==> src/rtl/int_float_pkg.sv <==
// Shared types and constant helpers for the integer <-> float converter.
package int_float_pkg;

  // Default geometry; the converter itself is parametrised.
  localparam int IW_DEF = 8;
  localparam int EW_DEF = 4;
  localparam int MW_DEF = 8;

  // Float word width: {sign, exponent, fraction}.
  function automatic int float_width(input int ew, input int mw);
    return 1 + ew + mw;
  endfunction

  localparam int FW = float_width(EW_DEF, MW_DEF);

  // Controller states.
  typedef enum logic [1:0] {
    ST_IDLE  = 2'd0,
    ST_SHIFT = 2'd1,
    ST_DONE  = 2'd2
  } state_t;

  // Per-transaction conversion direction.
  localparam logic MODE_I2F = 1'b0;
  localparam logic MODE_F2I = 1'b1;

  // Bit pattern of the largest positive w-bit two's-complement value.
  function automatic logic [63:0] sat_pos_pattern(input int w);
    return (64'd1 << (w - 1)) - 64'd1;
  endfunction

  // Bit pattern of the most negative w-bit two's-complement value.
  function automatic logic [63:0] sat_neg_pattern(input int w);
    return 64'd1 << (w - 1);
  endfunction

endpackage

==> src/rtl/int_float_shift_unit.sv <==
// Working register plus exponent/count counter with a one-bit-per-cycle
// shifter. dir_i = 0 normalises (shift left until the MSB is set or the
// value is zero); dir_i = 1 denormalises (shift right until the count is 0).
module int_float_shift_unit
  import int_float_pkg::*;
#(
  parameter int IW = 8,
  parameter int EW = 4
) (
  input  logic          clk,
  input  logic          reset,
  input  logic          load_i,
  input  logic [IW-1:0] load_reg_i,
  input  logic [EW-1:0] load_cnt_i,
  input  logic          shift_en_i,
  input  logic          dir_i,
  output logic [IW-1:0] work_o,
  output logic [EW-1:0] cnt_o,
  output logic          done_o
);

  logic [IW-1:0] work_q;
  logic [EW-1:0] cnt_q;

  // Stop condition depends on direction: normalised/zero when shifting
  // left, count exhausted when shifting right.
  always_comb begin
    done_o = 1'b0;
    if (dir_i == MODE_I2F) begin
      done_o = (work_q == '0) || work_q[IW-1];
    end else begin
      done_o = (cnt_q == '0);
    end
  end

  // Load on accept, otherwise step one bit per cycle until done.
  always_ff @(posedge clk or posedge reset) begin
    if (reset) begin
      work_q <= '0;
      cnt_q  <= '0;
    end else if (load_i) begin
      work_q <= load_reg_i;
      cnt_q  <= load_cnt_i;
    end else if (shift_en_i && !done_o) begin
      if (dir_i == MODE_I2F) begin
        work_q <= work_q << 1;
      end else begin
        work_q <= work_q >> 1;
      end
      cnt_q <= cnt_q - 1'b1;
    end
  end

  assign work_o = work_q;
  assign cnt_o  = cnt_q;

endmodule

==> src/rtl/int_float_conv_seq.sv <==
// Sequential signed-integer <-> float converter.
// Handshake: a transfer happens on a rising edge where valid and ready are
// both high; in_ready is high only in IDLE, and out_valid stays high with
// stable outputs until the edge where out_ready is also high.
module int_float_conv_seq
  import int_float_pkg::*;
#(
  parameter int IW = 8,
  parameter int EW = 4,
  parameter int MW = 8
) (
  input  logic             clk,
  input  logic             reset,
  input  logic             in_valid,
  output logic             in_ready,
  input  logic             mode,
  input  logic [IW-1:0]    in_int,
  input  logic [EW+MW:0]   in_float,
  output logic             out_valid,
  input  logic             out_ready,
  output logic [IW-1:0]    out_int,
  output logic [EW+MW:0]   out_float,
  output logic             out_ovf,
  output logic [1:0]       dbg_state
);

  localparam int            FWL     = float_width(EW, MW);
  localparam logic [EW-1:0] IW_E    = EW'(IW);
  localparam logic [IW-1:0] SAT_POS = IW'(sat_pos_pattern(IW));
  localparam logic [IW-1:0] SAT_NEG = IW'(sat_neg_pattern(IW));

  state_t state_q, state_d;

  logic mode_q, sign_q, ovf_pre_q;

  logic           out_valid_q, out_valid_d;
  logic [IW-1:0]  out_int_q, out_int_d;
  logic [FWL-1:0] out_float_q, out_float_d;
  logic           out_ovf_q, out_ovf_d;

  // Operand decode for the load.
  logic [EW-1:0] e_in;
  logic [MW-1:0] f_in;
  logic [IW-1:0] mag_in, r_top;
  logic          f_zero, ovf_pre_in, sign_in;
  logic [IW-1:0] ld_reg;
  logic [EW-1:0] ld_cnt;
  logic          accept;

  // Shift-unit interface.
  logic          su_load, su_shift_en, su_done;
  logic [IW-1:0] work;
  logic [EW-1:0] cnt;
  logic [MW-1:0] frac;

  // Result candidates loaded into the output registers on entry to DONE.
  logic [FWL-1:0] res_float;
  logic [IW-1:0]  res_int;
  logic           res_ovf;

  assign e_in = in_float[MW +: EW];
  assign f_in = in_float[MW-1:0];

  // Top IW bits of the fraction, zero-padded when the fraction is narrower.
  if (MW > IW) begin : g_r_trunc
    assign r_top = f_in[MW-1 -: IW];
  end else if (MW == IW) begin : g_r_equal
    assign r_top = f_in;
  end else begin : g_r_pad
    assign r_top = {f_in, {(IW-MW){1'b0}}};
  end

  // Top MW bits of the normalised magnitude; extra low bits are dropped.
  if (IW > MW) begin : g_f_trunc
    assign frac = work[IW-1 -: MW];
  end else if (IW == MW) begin : g_f_equal
    assign frac = work;
  end else begin : g_f_pad
    assign frac = {work, {(MW-IW){1'b0}}};
  end

  // Working-register and counter start values for the selected mode.
  always_comb begin
    mag_in     = in_int[IW-1] ? (~in_int + 1'b1) : in_int;
    f_zero     = (e_in == '0) || (f_in == '0);
    ovf_pre_in = !f_zero && (e_in > IW_E);
    if (mode == MODE_F2I) begin
      sign_in = in_float[EW+MW];
      ld_reg  = f_zero ? '0 : r_top;
      ld_cnt  = (f_zero || ovf_pre_in) ? '0 : (IW_E - e_in);
    end else begin
      sign_in = in_int[IW-1];
      ld_reg  = mag_in;
      ld_cnt  = IW_E;
    end
  end

  assign accept      = (state_q == ST_IDLE) && in_valid;
  assign su_shift_en = (state_q == ST_SHIFT);

  int_float_shift_unit #(
    .IW (IW),
    .EW (EW)
  ) u_shift (
    .clk        (clk),
    .reset      (reset),
    .load_i     (su_load),
    .load_reg_i (ld_reg),
    .load_cnt_i (ld_cnt),
    .shift_en_i (su_shift_en),
    .dir_i      (mode_q),
    .work_o     (work),
    .cnt_o      (cnt),
    .done_o     (su_done)
  );

  // Final result: packing for int->float, overflow check, saturation and
  // negation for float->int. The unused-mode output stays zero.
  always_comb begin
    res_float = '0;
    res_int   = '0;
    res_ovf   = 1'b0;
    if (mode_q == MODE_I2F) begin
      if (work != '0) begin
        res_float = {sign_q, cnt, frac};
      end
    end else begin
      res_ovf = ovf_pre_q |
                (sign_q ? (work[IW-1] & (|work[IW-2:0])) : work[IW-1]);
      if (res_ovf) begin
        res_int = sign_q ? SAT_NEG : SAT_POS;
      end else begin
        res_int = sign_q ? (~work + 1'b1) : work;
      end
    end
  end

  // Next-state, load strobe and output-register updates.
  always_comb begin
    state_d     = state_q;
    su_load     = 1'b0;
    out_valid_d = out_valid_q;
    out_int_d   = out_int_q;
    out_float_d = out_float_q;
    out_ovf_d   = out_ovf_q;
    case (state_q)
      ST_IDLE: begin
        if (in_valid) begin
          su_load = 1'b1;
          state_d = ST_SHIFT;
        end
      end
      ST_SHIFT: begin
        if (su_done) begin
          state_d     = ST_DONE;
          out_valid_d = 1'b1;
          out_int_d   = res_int;
          out_float_d = res_float;
          out_ovf_d   = res_ovf;
        end
      end
      ST_DONE: begin
        if (out_ready) begin
          out_valid_d = 1'b0;
          state_d     = ST_IDLE;
        end
      end
      default: begin
        state_d = ST_IDLE;
      end
    endcase
  end

  // State and output registers.
  always_ff @(posedge clk or posedge reset) begin
    if (reset) begin
      state_q     <= ST_IDLE;
      out_valid_q <= 1'b0;
      out_int_q   <= '0;
      out_float_q <= '0;
      out_ovf_q   <= 1'b0;
    end else begin
      state_q     <= state_d;
      out_valid_q <= out_valid_d;
      out_int_q   <= out_int_d;
      out_float_q <= out_float_d;
      out_ovf_q   <= out_ovf_d;
    end
  end

  // Per-transaction attributes captured on the accepting edge.
  always_ff @(posedge clk or posedge reset) begin
    if (reset) begin
      mode_q    <= MODE_I2F;
      sign_q    <= 1'b0;
      ovf_pre_q <= 1'b0;
    end else if (accept) begin
      mode_q    <= mode;
      sign_q    <= sign_in;
      ovf_pre_q <= (mode == MODE_F2I) && ovf_pre_in;
    end
  end

  assign in_ready  = (state_q == ST_IDLE);
  assign out_valid = out_valid_q;
  assign out_int   = out_int_q;
  assign out_float = out_float_q;
  assign out_ovf   = out_ovf_q;
  assign dbg_state = state_q;

endmodule

==> config.mk <==
export PLATFORM = sky130hd
export DESIGN_NAME = int_float_conv_seq
export DESIGN_NICKNAME = d
export VERILOG_FILES = /design/src/rtl/int_float_pkg.sv /design/src/rtl/int_float_shift_unit.sv /design/src/rtl/int_float_conv_seq.sv
export SDC_FILE = /design/constraint.sdc
export NUM_CORES = 1
export LEC_CHECK = 0
export BUFFER_PORTS_ARGS = -buffer_cell sky130_fd_sc_hd__buf_2
export CAP_MARGIN = 20
export CORE_MARGIN = 4
export CORE_UTILIZATION = 35
export DETAILED_ROUTE_END_ITERATION = 7
export GPL_ROUTABILITY_DRIVEN = 0
export GPL_TIMING_DRIVEN = 0
export HOLD_SLACK_MARGIN = 0.15
export SLEW_MARGIN = 20
export SYNTH_ARGS = -nofsm -noshare
export SYNTH_HDL_FRONTEND = slang
export SYNTH_HIERARCHICAL = 1
export SYNTH_SLANG_ARGS = --single-unit
==> constraint.sdc <==
create_clock -name clk -period 4.6 [get_ports clk]
set_input_delay 0.23 -clock clk [delete_from_list [all_inputs] [get_ports clk]]
set_output_delay 0.23 -clock clk [all_outputs]
set_load 0.05 [all_outputs]
==> flow_summary_export.csv <==
group,metric,value,unit
die,io_pins,52,
routing,dr.pass1.iters,4,
synthesis,synth_edf_count,0,
routing,drtIter0Drc,107,
placed_design,placed_area,2830,µm²
routing,drc,0,
cts,cts_made_buffers,5,
placed_design,hpwl,4810,µm
placed_design,place_ws,1.84,ns
synthesis,ys_async_sr_fraction,1.00,
worst_setup_path,required,4.84,ns
synthesis,synth_seq_cells,40,
cells_and_area,nets,366,
worst_hold_path,hold_class,"input port to flop",
die,die_x,91.8,µm
worst_setup_path,path_max_fanout,10,
synthesis,syn_area_per_cell,8.89,µm²
global_route,globalRouteTotalUtil,0.159,
cts,cts_tree,"built",
cells_and_area,register_area,1000,µm²
sta,timing_hold_violations_final,0,
cts,ctsResizeCount,0,
placed_design,dp.cells,423,
worst_setup_path,crit_path_start_kind,"flop",
synthesis,yosysUniqueCellTypes,49,
sta,rsz0062_at_grt,"false",
worst_setup_path,crit_type,"flop to flop",
sta,fin_crit_sh,0.611,
die,rows,30,
synthesis,ys_seq_area_frac,0.408,
sta,fmax,356,MHz
die,fp.dieH,91.8,µm
routing,vias,2295,
synthesis,netlist_instances,276,
synthesis,netlist_area,2450,µm²
routing,ant_nets,0,
sta,tns,0,ns
sta,relSlewSlack,0.523,
cells_and_area,nFillCells,694,
sta,whs,0.279,ns
cells_and_area,area_growth,20.6,%
sta,setup-violations-final,0,
cts,htreeDepth,2,
pwr,ir_worst_vdd,0.000197,V
global_route,grt_pass1_vias,2254,
sta,skew,0.00865,ns
pwr,p_per_area,717,nW/µm²
placed_design,portBuffers,51,
worst_setup_path,arrival,3.05,ns
synthesis,yosysWarnings,6,
cts,cts_setup_buffers,0,
sta,worst_pin_slew,0.714,ns
global_route,grt_overflow,0,
global_route,grt_pass1_wl,11000,µm
cts,path_clk_slew,0.08,ns
cts,cts_sinks,40,
cts,cts_root_buf,"clkbuf_8",
job,max-cap-violations,0,
cells_and_area,final_util,0.436,
cells_and_area,final_cells,433,
global_route,grt_max_degree,29,
synthesis,synth_flop_cell,"dfrtp_1",
cts,clk_latency,0.30,ns
sta,setup_slack,1.79,ns
cells_and_area,drive_above_1_share,0.211,
cts,cts_buffer_depth,2,
synthesis,syn-num-nets,306,
cells_and_area,fin_area,2960,µm²
die,dieArea,8420,µm²
pwr,leakage,1.34,nW
routing,wl,6350,µm
cells_and_area,diodes,0,
sta,layout_min_cycle_time,2.81,ns
sta,slew_violations,0,
routing,via_per_inst,5.30,
pwr,p_total,2.12,mW
cells_and_area,multiInputGateArea,1330,µm²
outcome,status,"completed",
die,fp.coreArea,6790,µm²
routing,wl_per_cell,14.7,µm
worst_setup_path,endpoint_kind,"flop",
global_route,grt_antenna_before_repair,0,
die,initial_core_util,0.361,
area by class of cell:
class,count,area share
timing repair buffer,53,0.0929
clock buffer,5,0.0232
buffer,12,0.0156
multi-input combinational,203,0.449
clock inverter,3,0.0144
sequential,40,0.338
inverter,21,0.0266
tap,96,0.0406
flip-flops by register name, summed over array words and instances (netlist names):
name / cells
mode_q: 1
out_float: 13
u_shift/cnt_o: 4
out_int: 8
u_shift/work_o: 8
ovf_pre_q: 1
out_ovf: 1
sign_q: 1
out_valid: 1
dbg_state: 2
worst max-delay path, stage by stage, from the launching register on:
cell and delay, ns:
dfrtp_1 0.44, inv_1 0.08, ha_1 0.18, or3b_2 0.52, nand2_1 0.13, o31a_1 0.24, nand2_1 0.25, a211oi_2 0.69
a22o_1 0.23
cell usage after synthesis (all sizes together) (2+ instances only):
cell | number | share of area
o211ai | 4 | 0.012
xnor2 | 3 | 0.011
o31ai | 9 | 0.028
a22o | 16 | 0.057
clkbuf | 10 | 0.015
a221oi | 5 | 0.018
nor4 | 9 | 0.023
and3 | 4 | 0.010
a211oi | 8 | 0.027
nand3 | 5 | 0.010
a21oi | 9 | 0.018
nor3 | 6 | 0.012
inv | 21 | 0.032
and2 | 3 | 0.0076
o21a | 6 | 0.019
o21ai | 21 | 0.043
or4 | 3 | 0.012
ha | 4 | 0.020
or3b | 2 | 0.0071
dfrtp | 40 | 0.41
buf | 2 | 0.0036
nand2 | 36 | 0.055
nor2b | 8 | 0.020
xor2 | 5 | 0.018
nor3b | 4 | 0.014
nor2 | 9 | 0.014
a32o | 2 | 0.0082
or3 | 2 | 0.0051
nand2b | 5 | 0.013
power by group:
part / switching, mW / internal, mW / leakage [nW]
clock network: 0.132 / 0.161 / 0.0541
logic: 0.745 / 0.398 / 0.782
registers: 0.191 / 0.496 / 0.508
total: 1.07 / 1.05 / 1.34
per-layer routing:
| metal | global-route usage | wire [µm] | part of all wire | vias up |
|---|---|---|---|---|
| met2 | 0.260 | 2910 | 0.46 | 72 |
| met3 | 0.0279 | 385 | 0.061 | 8 |
| met1 | 0.218 | 2990 | 0.47 | 1072 |
| li1 | - | - | - | 1143 |
| met5 | 0 | 0 | 0 | - |
| met4 | 0.0396 | 60 | 0.0095 | 0 |
placed cells by master (no fill, tap or decap), drive strengths merged, types with 5 or more instances in the layout:
cell | synthesis | layout
nand3 | 5 | 5
a221oi | 5 | 5
nor2 | 9 | 9
nor4 | 9 | 9
nand2 | 36 | 36
a211oi | 8 | 8
xor2 | 5 | 5
nand2b | 5 | 5
o21ai | 21 | 21
nor3 | 6 | 6
buf | 2 | 53
clkbuf | 10 | 15
dfrtp | 40 | 40
o31ai | 9 | 9
inv | 21 | 21
a21oi | 9 | 9
o21a | 6 | 6
nor2b | 8 | 8
a22o | 16 | 16
final timing paths:
check	cells past startpoint	start	to	slack, ns
max reg2reg	8	u_shift/cnt_o[0]$_DFFE_PP0P_	out_float[5]$_DFFE_PP0P_	1.79
max in group asynchronous	3	reset	out_int[6]$_DFFE_PP0P_	3.67
min in group asynchronous	3	reset	u_shift/cnt_o[3]$_DFFE_PP0P_	0.49
min	5	in_float[6]	u_shift/work_o[6]$_DFFE_PP0P_	0.28
min reg2reg	2	out_float[7]$_DFFE_PP0P_	out_float[7]$_DFFE_PP0P_	0.48
max	8	u_shift/cnt_o[0]$_DFFE_PP0P_	out_float[5]$_DFFE_PP0P_	1.79
timing repair:
action,CTS,global route
endpoints found under the setup margin,0,0
hold buffers,2,0
hold endpoints to repair,13,0
logic make-up after synthesis:
group | after synthesis | synth area share
multiplexers | 2 | 0.00866
XOR/XNOR | 8 | 0.0285
AO/OA/AOI/OAI | 87 | 0.257
adder cells (fa/ha/maj) | 4 | 0.0204
buffers and inverters | 33 | 0.0510
AND/OR/NAND/NOR | 102 | 0.226
flip-flops | 40 | 0.408
Note: power is estimated with default switching activity, not from simulation.
